### src/rtl/cla_pkg.sv
// Shared constants and elaboration-time helpers for the pipelined carry-lookahead adder.
package cla_pkg;

  localparam int GROUP_W_DEF = 4;

  function automatic int ipow(input int base, input int e);
    int r = 1;
    for (int i = 0; i < e; i++) r *= base;
    return r;
  endfunction

  // Levels of GROUP_W-input nodes needed to span width bits.
  function automatic int clog_g(input int width, input int group_w);
    int d    = 0;
    int span = 1;
    while (span < width) begin
      span *= group_w;
      d++;
    end
    return d;
  endfunction

  function automatic bit params_ok(input int width, input int group_w, input int pipe);
    return (group_w >= 2) && (width >= group_w) && ((width % group_w) == 0) &&
           (pipe >= 0) && (pipe <= 1);
  endfunction

endpackage

### src/rtl/cla_group_n.sv
// One lookahead node: every carry is a flat sum of products of the node inputs,
// so nothing ripples inside the node.
module cla_group_n
  import cla_pkg::*;
#(
  parameter int GROUP_W = GROUP_W_DEF
) (
  input  logic [GROUP_W-1:0] p_i,
  input  logic [GROUP_W-1:0] g_i,
  input  logic               cin_i,
  output logic [GROUP_W:1]   carries_o,
  output logic               pm_o,
  output logic               gm_o
);

  function automatic logic lookahead(input logic [GROUP_W-1:0] p, input logic [GROUP_W-1:0] g,
                                     input logic c, input int n);
    logic acc  = 1'b0;
    logic prod = 1'b1;
    for (int j = n - 1; j >= 0; j--) begin
      acc  = acc | (prod & g[j]);
      prod = prod & p[j];
    end
    return acc | (prod & c);
  endfunction

  for (genvar i = 1; i <= GROUP_W; i++) begin : g_carry
    assign carries_o[i] = lookahead(p_i, g_i, cin_i, i);
  end

  // Group P/G are kept independent of cin_i so the tree has no combinational loop.
  assign pm_o = &p_i;
  assign gm_o = lookahead(p_i, g_i, 1'b0, GROUP_W);

endmodule

### src/rtl/cla_tree.sv
// Recursive lookahead tree: GROUP_W subtrees feed one cla_group_n node that returns
// their carry-ins. Widths that are not a power of GROUP_W are zero-padded.
module cla_tree
  import cla_pkg::*;
#(
  parameter int WIDTH   = 32,
  parameter int GROUP_W = GROUP_W_DEF
) (
  input  logic [WIDTH-1:0] p_i,
  input  logic [WIDTH-1:0] g_i,
  input  logic             cin_i,
  output logic [WIDTH:1]   carry_o,
  output logic             pm_o,
  output logic             gm_o
);

  localparam int DEPTH = clog_g(WIDTH, GROUP_W);
  localparam int NPAD  = ipow(GROUP_W, DEPTH);
  localparam int SUBW  = NPAD / GROUP_W;

  logic [NPAD-1:0] p_pad;
  logic [NPAD-1:0] g_pad;
  logic [NPAD:1]   carry_pad;

  assign p_pad   = NPAD'(p_i);
  assign g_pad   = NPAD'(g_i);
  assign carry_o = carry_pad[WIDTH:1];

  if (NPAD > WIDTH) begin : g_pad_tail
    logic unused_tail;
    assign unused_tail = ^carry_pad[NPAD:WIDTH+1];
  end

  if (DEPTH <= 1) begin : g_leaf
    cla_group_n #(.GROUP_W(GROUP_W)) u_node (
      .p_i      (p_pad),
      .g_i      (g_pad),
      .cin_i    (cin_i),
      .carries_o(carry_pad),
      .pm_o     (pm_o),
      .gm_o     (gm_o)
    );
  end else begin : g_node
    logic [GROUP_W-1:0] sub_pm;
    logic [GROUP_W-1:0] sub_gm;
    logic [GROUP_W-1:0] sub_cin;
    logic [GROUP_W:1]   grp_c;
    logic               unused_grp_cout;

    // The last subtree already produces the carry out of this span.
    assign sub_cin         = {grp_c[GROUP_W-1:1], cin_i};
    assign unused_grp_cout = grp_c[GROUP_W];

    for (genvar k = 0; k < GROUP_W; k++) begin : g_sub
      cla_tree #(.WIDTH(SUBW), .GROUP_W(GROUP_W)) u_sub (
        .p_i    (p_pad[k*SUBW +: SUBW]),
        .g_i    (g_pad[k*SUBW +: SUBW]),
        .cin_i  (sub_cin[k]),
        .carry_o(carry_pad[k*SUBW+1 +: SUBW]),
        .pm_o   (sub_pm[k]),
        .gm_o   (sub_gm[k])
      );
    end

    cla_group_n #(.GROUP_W(GROUP_W)) u_grp (
      .p_i      (sub_pm),
      .g_i      (sub_gm),
      .cin_i    (cin_i),
      .carries_o(grp_c),
      .pm_o     (pm_o),
      .gm_o     (gm_o)
    );
  end

endmodule

### src/rtl/cla_adder_pipe.sv
// Pipelined carry-lookahead adder/subtractor with valid/ready flow control:
// input register, optional P/G-tree register, sum/output register.
module cla_adder_pipe
  import cla_pkg::*;
#(
  parameter int WIDTH   = 32,
  parameter int GROUP_W = GROUP_W_DEF,
  parameter int PIPE    = 1
) (
  input  logic             clk,
  input  logic             rst_n,
  input  logic             in_valid,
  output logic             in_ready,
  input  logic [WIDTH-1:0] a,
  input  logic [WIDTH-1:0] b,
  input  logic             c_in,
  input  logic             sub,
  output logic             out_valid,
  input  logic             out_ready,
  output logic [WIDTH-1:0] sum,
  output logic             c_out,
  output logic             ovf
);

  if (!params_ok(WIDTH, GROUP_W, PIPE)) begin : g_bad_params
    $fatal(1, "cla_adder_pipe: WIDTH must be a multiple of GROUP_W (>= GROUP_W) and PIPE 0 or 1");
  end

  logic             s0_valid_q, s0_valid_d, s0_adv;
  logic [WIDTH-1:0] s0_a_q, s0_b_q;
  logic             s0_cin_q;
  logic [WIDTH-1:0] p_w, g_w;
  logic [WIDTH:1]   carry_w;
  logic             unused_pm, unused_gm;
  logic             mid_valid;
  logic [WIDTH-1:0] mid_p;
  logic [WIDTH:0]   mid_c;
  logic             out_valid_q, out_valid_d, out_load;
  logic [WIDTH-1:0] sum_q;
  logic             c_out_q, ovf_q;

  // A stage may load when empty or when its content leaves in the same cycle.
  assign out_load = !out_valid_q || out_ready;
  assign in_ready = rst_n && (!s0_valid_q || s0_adv);

  assign p_w = s0_a_q ^ s0_b_q;
  assign g_w = s0_a_q & s0_b_q;

  cla_tree #(.WIDTH(WIDTH), .GROUP_W(GROUP_W)) u_tree (
    .p_i    (p_w),
    .g_i    (g_w),
    .cin_i  (s0_cin_q),
    .carry_o(carry_w),
    .pm_o   (unused_pm),
    .gm_o   (unused_gm)
  );

  if (PIPE == 1) begin : g_pipe
    logic             s1_valid_q, s1_load;
    logic [WIDTH-1:0] s1_p_q;
    logic [WIDTH:0]   s1_c_q;

    assign s1_load = !s1_valid_q || out_load;
    assign s0_adv  = s1_load;

    always_ff @(posedge clk or negedge rst_n) begin
      if (!rst_n)       s1_valid_q <= 1'b0;
      else if (s1_load) s1_valid_q <= s0_valid_q;
    end

    always_ff @(posedge clk) begin
      if (s1_load && s0_valid_q) begin
        s1_p_q <= p_w;
        s1_c_q <= {carry_w, s0_cin_q};
      end
    end

    assign mid_valid = s1_valid_q;
    assign mid_p     = s1_p_q;
    assign mid_c     = s1_c_q;
  end else begin : g_comb
    assign s0_adv    = out_load;
    assign mid_valid = s0_valid_q;
    assign mid_p     = p_w;
    assign mid_c     = {carry_w, s0_cin_q};
  end

  always_comb begin
    // NOTE: next-state signals get a default first so no path infers a latch.
    s0_valid_d  = s0_valid_q;
    out_valid_d = out_valid_q;
    if (!s0_valid_q || s0_adv) s0_valid_d = in_valid;
    if (out_load)              out_valid_d = mid_valid;
  end

  // NOTE: state uses non-blocking assignments so every register samples pre-edge values.
  always_ff @(posedge clk or negedge rst_n) begin
    if (!rst_n) begin
      s0_valid_q  <= 1'b0;
      out_valid_q <= 1'b0;
    end else begin
      s0_valid_q  <= s0_valid_d;
      out_valid_q <= out_valid_d;
    end
  end

  // NOTE: datapath registers behind a valid bit need no reset; only the visible outputs are cleared.
  always_ff @(posedge clk) begin
    if (in_valid && in_ready) begin
      s0_a_q   <= a;
      s0_b_q   <= sub ? ~b : b;
      s0_cin_q <= sub | c_in;
    end
  end

  always_ff @(posedge clk or negedge rst_n) begin
    if (!rst_n) begin
      sum_q   <= '0;
      c_out_q <= 1'b0;
      ovf_q   <= 1'b0;
    end else if (out_load && mid_valid) begin
      sum_q   <= mid_p ^ mid_c[WIDTH-1:0];
      c_out_q <= mid_c[WIDTH];
      ovf_q   <= mid_c[WIDTH] ^ mid_c[WIDTH-1];
    end
  end

  assign out_valid = out_valid_q;
  assign sum       = sum_q;
  assign c_out     = c_out_q;
  assign ovf       = ovf_q;

endmodule
### config.mk
export PLATFORM = sky130hd
export DESIGN_NAME = cla_adder_pipe
export DESIGN_NICKNAME = d
export VERILOG_FILES = /design/src/rtl/cla_pkg.sv /design/src/rtl/cla_group_n.sv /design/src/rtl/cla_tree.sv /design/src/rtl/cla_adder_pipe.sv
export SDC_FILE = /design/constraint.sdc
export NUM_CORES = 1
export LEC_CHECK = 0
export CORE_MARGIN = 2
export CORE_UTILIZATION = 50
export CTS_CLUSTER_DIAMETER = 200
export DETAILED_ROUTE_END_ITERATION = 16
export DONT_BUFFER_PORTS = 1
export PLACE_DENSITY = 0.67
export SYNTH_ARGS = -nofsm -noshare
export SYNTH_HDL_FRONTEND = slang
export SYNTH_SLANG_ARGS = --single-unit
### constraint.sdc
create_clock -name clk -period 5.1 [get_ports clk]
set_clock_uncertainty 0.2 [all_clocks]
set_input_delay 0.765 -clock clk [delete_from_list [all_inputs] [get_ports clk]]
set_output_delay 0.765 -clock clk [all_outputs]
set_load 0.05 [all_outputs]
==> results of run 1 <==
-- timing repair --
item | in CTS | in global routing
gates resized for setup | 0 | 0
hold buffers | 2 | 0
hold endpoints to repair | 37 | 0
-- cells in the final DEF (no fill, tap or decap), types with 3 or more instances in the layout --
cell       instances
edfxtp_1         130
dfrtp_1           37
nand3_1            6
xor2_1            32
inv_1              3
and3_1             3
nand2_1           43
nor2_1             4
a21oi_1           11
clkbuf_16         17
clkinv_2           5
ha_1              32
a21o_1            23
bufinv_16          4
o21ai_0           35
clkbuf_8           3
xnor2_1           33
-- final cells by class --
cell class / instances / area (sq um)
Clock buffer: 22 / 474
Multi-Input combinational cell: 256 / 1860
Timing Repair Buffer: 4 / 45.0
Inverter: 4 / 15.0
Fill cell: 1074 / 5590
Tap cell: 176 / 220
Clock inverter: 10 / 149
Sequential cell: 167 / 4830
-- metal layers --
layer  up-vias  track usage
met3        15       0.0523
met2        80        0.252
li1       1628            -
met1      1505        0.184
met4         0       0.0706
met5         -            0
-- synthesized netlist by cell type (3+ instances only) --
library cell / instances / share of area
edfxtp_1: 130 / 0.58
o21ai_0: 35 / 0.026
ha_1: 32 / 0.059
inv_1: 3 / 0.0017
and3_1: 4 / 0.0037
a21o_1: 23 / 0.026
buf_1: 3 / 0.0017
a21oi_1: 11 / 0.0082
nor2_1: 4 / 0.0022
dfrtp_1: 37 / 0.14
xnor2_1: 33 / 0.043
xor2_1: 32 / 0.042
nand2_1: 44 / 0.025
nand3_1: 6 / 0.0045
clkbuf_1: 8 / 0.0045
-- logic make-up (layout without fill, tap and decap cells) --
family / after synthesis / after routing / synth area share
flip-flops: 167 / 167 / 0.717
AO/OA/AOI/OAI: 84 / 84 / 0.0767
AND/OR/NAND/NOR: 74 / 74 / 0.0527
XOR/XNOR: 65 / 65 / 0.0845
adder cells (fa/ha/maj): 32 / 32 / 0.0594
buffers and inverters: 15 / 40 / 0.00835
multiplexers: 1 / 1 / 0.00167
-- path summary, 6_finish.rpt --
path                       depth (start not counted)           endpoint
hold reg to reg                                    0   g_pipe.s1_c_q[0]
setup / recovery                                   4           in_ready
min in group asynchronous                          2             sum[8]
max in group asynchronous                          2            sum[26]
setup reg to reg                                   9  g_pipe.s1_c_q[31]
hold / removal                                     0         s0_a_q[20]
-- where the power goes --
| group | internal [mW] | switching, mW |
|---|---|---|
| sequential | 1.65 | 0.347 |
| clock | 0.852 | 0.482 |
| combinational | 0.119 | 0.156 |
-- flip-flops by register name (all words and copies together) (netlist names) --
register and cells:
g_pipe.s1_p_q 32, ovf 1, c_out 1, out_valid 1, s0_a_q 32, s0_cin_q 1, s0_b_q 32, sum 32
g_pipe.s1_valid_q 1, g_pipe.s1_c_q 33, s0_valid_q 1
-- per-stage QoR --
step / util / hold slack [ns] / cell area, sq um / power (mW) / std cells
finish: 0.576 / 0.235 / 7600 / 3.61 / 639
global route: 0.576 / 0.214 / 7600 / 3.75 / 639
CTS: 0.576 / 0.208 / 7600 / 3.65 / 639
detailed placement: 0.526 / 0.251 / 6940 / 2.30 / 605
global placement: 0.526 / 0.238 / 6940 / 2.29 / 605
floorplan: - / 0.227 / 6740 / 2.24 / 438
-- worst max-delay path, stage by stage (launching register included) --
cell      delay, ns
dfrtp_1        0.63
nand2b_1       0.18
nor2_1         0.27
nand2_1        0.12
and2_1         0.35
==> qor.csv, run 1 <==
stage,metric,value,unit
run_status,run status,"finished, final reports clean",
critical_path,Startpoint Class,flip-flop,
global_routing,vias in the first global route,3157,
power_and_ir_drop,VDD IR-drop max,206,uV
routing,# DRC,0,
sta,RSZ-0062 raised after global routing,false,
placed_design,routability congestion estimate,0.763,
global_routing,global-route usage over all layers,0.154,
synth,Synth Net Count,540,
floorplan,std cell rows,42,
synth,Syn Area/Cell,15.4,sq um
floorplan,core footprint,13200,sq um
worst_hold_path,hold path start,a[20],
clocking,clock sinks,167,
synth,register area share after synthesis,0.717,
sta,Slew HR,0.307,
floorplan,die area,14400,sq um
routing,highest metal layer with signal wires,met4,
finish,share of layout cells above drive strength 1,0.0972,
placed_design,dpl hpwl,7.06,mm
job,Max-Cap Viols,0,
clocking,Inserted Clock Buffers,17,
critical_path,Crit. Startpoint,out_valid,
global_routing,initial antenna violation count,0,
synth,synth warn,0,
routing,Metal-1 WL,4.26,mm
placed_design,buffers added on ports,0,
sta,Final setup viols,0,
critical_path,CP endpoint kind,output pin,
finish,layout net count,552,
synth,Post-synth EDFFs,130,
critical_path,Reg-to-Reg Start,s0_a_q[17],
sta,Setup TNS Final,0,ns
global_routing,gr ovfl total,0,
floorplan,width of the die,120,um
critical_path,critical path class,flip-flop to output pin,
clocking,CTS Root Cell,clkbuf_16,
global_routing,global-route wire length before repair,16.3,mm
critical_path,crit path DAT,1.97,ns
clocking,post-CTS setup buffer count,0,
routing,met3 routed WL,622,um
critical_path,Critical Path RT,4.14,ns
clocking,CTS tree,built,
sta,Tmin final,2.94,ns
critical_path,R2R setup slack,2.22,ns
sta,Final Max Tran Viols,0,
synth,Post-Syn Area,6740,sq um
critical_path,"critical path fanouts, max",3,
clocking,H-tree levels,4,
power_and_ir_drop,P_leak,2.96,nW
sta,Final Cycle Share,0.576,
floorplan,Starting Density,0.511,
routing,drt first pass iters,6,
synth,synth unique cells,41,
clocking,clk slew on worst S/H paths,0.06,ns
power_and_ir_drop,pwr/cell area,475,nW/um^2
routing,post-route ant nets,0,
floorplan,Vert. Die Dim,120,um
routing,met2 routed WL,5.25,mm
sta,Max Freq,340,MHz
sta,worst-margin pin slew,1.04,ns
finish,Layout area overhead,12.7,%
clocking,clock buffer depth,2,
global_routing,pin count of the biggest net entering global routing,68,
sta,post-route setup slack,2.16,ns
synth,post-synthesis async set-or-reset flop share,0.222,
routing,drt first-iter violations,116,
synth,Syn Inst Count,438,
finish,Antenna diodes,0,
synth,Synth Register Bits,167,
synth,"Top FF cell, synth",edfxtp_1,
floorplan,Ports,106,
worst_hold_path,Hold Path Class,primary input to flip-flop,
sta,Final Hold Viols,0,
clocking,latest clock arrival within the worst-skew pair,0.42,ns
routing,vias per cell,5.05,
routing,total vias in the final route,3228,
placed_design,Place WS,2.16,ns
routing,Wirelength per Cell,16.2,um
routing,Routed WL,10.3,mm
(Power assumes the default switching activity.)
==> inputs of run 2 (changes only) <==
- PLACE_DENSITY: 0.67 -> 0.7
- clock period: 5.1 -> 2.6 ns (I/O delays scaled with it)
==> run 2 against run 1 <==
Against the previous run:
- the run now ends with setup timing left
- largest cell class unchanged
- critical endpoint is now g_pipe.s1_c_q[31]
- count of clock-buffer cells in the layout is 4 higher
- non-clock buffer count rose by 122
- combinational power rose to 2.9 times the previous value
==> qor.csv, run 2 (synthesis gave the netlist of run 1 again) <==
stage,metric,value,unit
floorplan,width of the die,120,um
critical_path,"critical path fanouts, max",2,
critical_path,CP endpoint kind,flip-flop,
finish,share of layout cells above drive strength 1,0.142,
critical_path,Crit-path slowest cell,edfxtp_1,
global_routing,initial antenna violation count,1,
placed_design,Place WS,-0.101,ns
power_and_ir_drop,Pint,5.25,mW
sta,Final Hold Viols,0,
run_status,failing checks,setup timing,
sta,Final Max Tran Viols,0,
sta,post-route setup slack,-0.0266,ns
worst_hold_path,Hold Path Class,primary input to asynchronous set/reset pin,
critical_path,critical path class,flip-flop to flip-flop,
clocking,clk slew on worst S/H paths,0.06,ns
global_routing,pin count of the biggest net entering global routing,66,
finish,Biggest register,g_pipe.s1_c_q,
floorplan,std cell rows,42,
finish,"commonest cells after routing, fill and taps aside","edfxtp_1 (130), dlygate4sd3_1 (101), nand2_1 (42)",
sta,RSZ-0062 raised after global routing,true,
routing,drt first-iter violations,239,
floorplan,die area,14400,sq um
clocking,Inserted Clock Buffers,17,
clocking,CTS Root Cell,clkbuf_16,
power_and_ir_drop,Sw Pwr,2.03,mW
sta,Slew HR,0.451,
floorplan,Starting Density,0.511,
routing,total vias in the final route,3850,
global_routing,global-route usage over all layers,0.182,
clocking,H-tree levels,4,
clocking,clock buffer depth,2,
floorplan,core footprint,13200,sq um
routing,Routed WL,12.4,mm
routing,# DRC,0,
sta,hold slack final,0.227,ns
power_and_ir_drop,clock share of power,0.350,
critical_path,crit-path max cell delay,0.37,ns
finish,Layout area overhead,32.1,%
routing,post-route ant nets,0,
routing,vias per cell,5.05,
power_and_ir_drop,switching share of total power,0.279,
critical_path,crit path DAT,2.61,ns
finish,"commonest non-fill, non-tap cell in the layout",edfxtp_1,
clocking,CTS tree,built,
sta,Max Freq,381,MHz
power_and_ir_drop,P_leak,3.50,nW
global_routing,global-route wire length before repair,19.5,mm
critical_path,crit path cell chain,ha_1 -> and3_4 -> a221o_1 -> a21oi_2 -> nand2_1 -> o21ai_2 -> o22ai_2 -> or2_1 -> a21o_1,
clocking,clock sinks,167,
placed_design,DP Cell Count,620,
sta,Final setup viols,2,
global_routing,gr ovfl total,0,
sta,Tmin final,2.63,ns
critical_path,"CP delay by family, top",compound AO/OA/AOI/OAI gates,
finish,layout net count,674,
floorplan,Ports,106,
job,Max-Cap Viols,0,
critical_path,WP buf/inv,0,
power_and_ir_drop,combinational power share,0.110,
critical_path,Critical Path RT,2.58,ns
placed_design,dpl hpwl,7.18,mm
routing,Wirelength per Cell,16.2,um
global_routing,vias in the first global route,3959,
floorplan,Vert. Die Dim,120,um
sta,worst-margin pin slew,0.824,ns
run_status,run status,"complete, but fails checks",
clocking,latest clock arrival within the worst-skew pair,0.42,ns
power_and_ir_drop,VDD IR-drop max,414,uV
finish,filler instances,885,
sta,Final Cycle Share,1.01,
critical_path,Startpoint Class,flip-flop,
power_and_ir_drop,pwr/cell area,818,nW/um^2
finish,max FFs per register,33,
finish,Finished Layout Cells,762,
placed_design,buffers added on ports,0,
placed_design,routability congestion estimate,0.787,
power_and_ir_drop,Flop pwr share,0.540,
routing,drt first pass iters,4,
==> run 2: cell count changes in the layout (fill, tap and decap cells not counted), moves of 2 or more <==
cell,delta
ha_1,-7
dlygate4sd3_1,+100
a21oi_1,-3
buf_4,+20
bufinv_16,-3
clkbuf_16,+3
a21oi_2,+3
ha_4,+6
buf_12,+2
==> run 2: final timing paths <==
path	start	end	slack, ns	depth (start not counted)
max	s0_a_q[11]	g_pipe.s1_c_q[31]	-0.03	9
min	rst_n	sum[4]	0.23	2
max reg2reg	s0_a_q[11]	g_pipe.s1_c_q[31]	-0.03	9
min reg2reg	s0_cin_q	g_pipe.s1_c_q[0]	0.25	0
max in group asynchronous	rst_n	sum[20]	1.77	2
min in group clk	s0_cin_q	g_pipe.s1_c_q[0]	0.25	0
==> run 2: layout make-up <==
type                    count  area, sq um  share of cell area
multi-input cells         256         1980               0.222
flip-flops and latches    167         4830               0.543
clock inverters             6         55.1             0.00618
repair buffers            126         1240               0.139
inverters                   4         15.0             0.00169
clock buffers              26          563              0.0633
well taps                 176          220              0.0247
diodes                      1         2.50            0.000281
==> run 2: layer usage <==
metal,track usage,share of wire,up-vias
met5,0,0,-
met1,0.198,0.38,1848
met2,0.318,0.54,106
met3,0.0585,0.048,28
met4,0.0875,0.028,0
li1,-,-,1868
==> run 2: power groups by stage <==
stage	combinational, mW	clock (mW)	sequential [mW]
6_report	0.802	2.55	3.93
2_1_floorplan	0.442	0	3.94
5_1_grt	0.896	2.73	3.96
3_5_place_dp	0.584	0	3.99
3_3_place_gp	0.565	0	3.97
4_1_cts	0.773	2.59	3.93
==> run 2: timing repair <==
action                                 CTS  global route
pin swaps                                7            14
setup endpoints to repair                5            13
buffers inserted                         3             6
endpoints found under the hold margin  104             1
resized for setup                        5            11
hold buffers                           101             1
==> run 2: stage by stage <==
step / TNS (ns) / util / power, mW / cell area [sq um]
2_1_floorplan: 0 / - / 4.38 / 6750
6_report: -0.0277 / 0.675 / 7.28 / 8900
5_1_grt: -0.806 / 0.675 / 7.59 / 8900
4_1_cts: -0.206 / 0.665 / 7.30 / 8770
3_5_place_dp: -0.283 / 0.537 / 4.57 / 7080
3_3_place_gp: -0.137 / 0.537 / 4.54 / 7080
==> inputs of run 3 (changes only) <==
- ABC_AREA: default -> 1
==> run 3 against run 2 <==
Against the previous run:
- first-iteration DRC count down 23%
- die area up 5.5%
- the run now ends clean
- sequential power barely moved
- critical endpoint is now in_ready
- maximum frequency up 13%
- sequential share of layout area decreased by 0.78 points
- clock power up 3%
- largest cell class unchanged
- sequential cell count stayed put
- critical path depth unchanged
==> qor.csv, run 3 <==
stage,metric,value,unit
sta,RSZ-0062 raised after global routing,false,
placed_design,dpl hpwl,7.79,mm
clocking,clk slew on worst S/H paths,0.06,ns
critical_path,Critical Path RT,2.01,ns
finish,Biggest register,g_pipe.s1_c_q,
finish,filler instances,1019,
critical_path,crit path DAT,1.73,ns
power_and_ir_drop,pwr/cell area,816,nW/um^2
synth,Yosys top cell area share,0.548,
critical_path,"critical path fanouts, max",3,
critical_path,critical path class,primary input to output pin,
floorplan,std cell rows,43,
placed_design,area post-placement,7380,sq um
critical_path,Reg-to-Reg Start,s0_a_q[7],
synth,Synth Net Count,631,
global_routing,global-route wire length before repair,20.2,mm
sta,Final Cycle Share,0.892,
clocking,Inserted Clock Buffers,17,
global_routing,pin count of the biggest net entering global routing,66,
global_routing,global-route usage over all layers,0.178,
clocking,CTS resizes,0,
critical_path,worst r2r dst,g_pipe.s1_c_q[27],
floorplan,Vert. Die Dim,123,um
synth,Synth Register Bits,167,
synth,Post-Syn Area,7120,sq um
finish,Antenna diodes,0,
floorplan,core footprint,13900,sq um
job,Max-Cap Viols,0,
finish,share of layout cells above drive strength 1,0.122,
finish,Layout area overhead,26.8,%
finish,final instance area,9030,sq um
power_and_ir_drop,P_leak,3.64,nW
global_routing,initial antenna violation count,0,
clocking,CTS Root Cell,clkbuf_16,
finish,Finished Layout Cells,836,
sta,worst-margin pin slew,0.537,ns
critical_path,Crit. Startpoint,out_ready,
critical_path,R2R setup slack,0.48,ns
placed_design,routability congestion estimate,0.814,
finish,multi-input logic area,2080,sq um
clocking,clock buffer depth,2,
critical_path,Startpoint Class,primary input,
synth,top cells by instance count after synthesis,"edfxtp_1 (130), nand2_1 (91), dfrtp_1 (37)",
run_status,run status,"finished, final reports clean",
finish,"commonest non-fill, non-tap cell in the layout",edfxtp_1,
critical_path,Reg2Reg Depth,11,
routing,vias per cell,4.91,
sta,Setup TNS Final,0,ns
synth,cell accounting for the most synthesized area,edfxtp_1,
synth,synth unique cells,33,
sta,Final setup viols,0,
synth,post-synthesis async set-or-reset flop share,0.222,
finish,max FFs per register,33,
synth,Post-synth EDFFs,130,
routing,post-route ant nets,0,
sta,Final Max Tran Viols,0,
worst_hold_path,Hold Path Class,primary input to asynchronous set/reset pin,
routing,Wirelength per Cell,15.0,um
clocking,latest clock arrival within the worst-skew pair,0.43,ns
routing,# DRC,0,
sta,Tmin final,2.32,ns
placed_design,buffers added on ports,0,
routing,drt first-iter violations,184,
synth,Syn Area/Cell,13.5,sq um
clocking,H-tree levels,4,
clocking,clock sinks,167,
power_and_ir_drop,VDD IR-drop max,467,uV
global_routing,vias in the first global route,4218,
placed_design,DP Cell Count,702,
finish,final core utilization,0.651,
routing,Routed WL,12.6,mm
synth,register area share after synthesis,0.678,
routing,drt first pass iters,4,
power_and_ir_drop,total power,7.37,mW
sta,Max Freq,431,MHz
critical_path,CP endpoint kind,output pin,
sta,Slew HR,0.642,
sta,Final Hold Viols,0,
global_routing,gr ovfl total,0,
clocking,CTS tree,built,
synth,Syn Inst Count,529,
floorplan,Starting Density,0.513,
synth,synth warn,0,
finish,"commonest cells after routing, fill and taps aside","edfxtp_1 (130), dlygate4sd3_1 (101), nand2_1 (90)",
critical_path,CP Capture Point,in_ready,
synth,"Top FF cell, synth",edfxtp_1,
finish,Register Area,4830,sq um
floorplan,width of the die,123,um
floorplan,Ports,106,
finish,layout net count,745,
floorplan,die area,15200,sq um
synth,ranking of synthesized cells by area,"edfxtp_1 (55%), dfrtp_1 (13%), ha_1 (5.6%), nand2_1 (4.8%), xnor2_1 (4.1%)",
routing,total vias in the final route,4102,
synth,most common cell in the netlist,edfxtp_1,
## run 3: cell types whose count changed in the layout (fill, tap and decap cells not counted), moves of 4 or more
cell     delta
a21o_1     -21
a21oi_1     +6
a21oi_2     -4
buf_4      -21
ha_1        +7
ha_4        -6
inv_1      +32
inv_2       +9
nand2_1    +48
nand2_4    +10
nand3_1     +5
nor2_1     +10
nor2_2      +4
## run 3: final cells by class
| class | instances | area share |
|---|---|---|
| Sequential cell | 167 | 0.535 |
| Timing Repair Buffer | 106 | 0.122 |
| Clock inverter | 13 | 0.0198 |
| Clock buffer | 19 | 0.0490 |
| Tap cell | 180 | 0.0249 |
| Multi-Input combinational cell | 304 | 0.230 |
| Inverter | 47 | 0.0200 |
## run 3: cells by family after synthesis
group / Yosys count / synth area share
xor+xnor: 65 / 0.0799
mux: 1 / 0.00158
buf+inv: 58 / 0.0318
fa+ha+maj: 32 / 0.0562
compound gates: 60 / 0.0488
simple gates: 146 / 0.103
flops: 167 / 0.678
## run 3: worst min path at each step
| stage | startpoint | end | slack [ns] |
|---|---|---|---|
| finish | rst_n | sum[29] | 0.22 |
| global route | rst_n | sum[26] | 0.23 |
| CTS | rst_n | sum[26] | 0.21 |
| detailed placement | rst_n | sum[24] | -0.10 |
| global placement | rst_n | sum[25] | -0.10 |
| floorplan | rst_n | c_out | -0.11 |
## run 3: timing repair
item / in CTS / in global routing
endpoints found under the hold margin: 104 / 0
setup buffers: 0 / 0
hold buffers: 102 / 0
## run 3: critical path, cell delays in order
cell and delay [ns]:
dlygate4sd3_1 0.53, inv_1 0.04, nand2_1 0.09, nor2_1 0.05, inv_1 0.08, nor2_1 0.04, inv_1 0.06, nand2_1 0.10
inv_1 0.34
## run 3: power by group
part           switching [mW]  leakage (nW)  total (mW)  internal [mW]
Combinational           0.428          1.65       0.822          0.395
Clock                   0.995         0.306        2.62           1.63
Sequential              0.687          1.68        3.93           3.24
## run 3: through the flow
| stage | hold WS [ns] | setup WS, ns |
|---|---|---|
| 6_report | 0.218 | 0.282 |
| 5_1_grt | 0.228 | 0.152 |
| 4_1_cts | 0.214 | 0.284 |
| 3_5_place_dp | -0.105 | 0.519 |
| 3_3_place_gp | -0.105 | 0.586 |
| 2_1_floorplan | -0.106 | 0.00594 |
## run 3: layer usage
layer | vias up | share of wire | GRT usage
met5 | - | 0 | 0
met4 | 0 | 0.017 | 0.0689
met3 | 19 | 0.048 | 0.0498
met2 | 99 | 0.54 | 0.318
met1 | 1950 | 0.40 | 0.199
li1 | 2034 | - | -
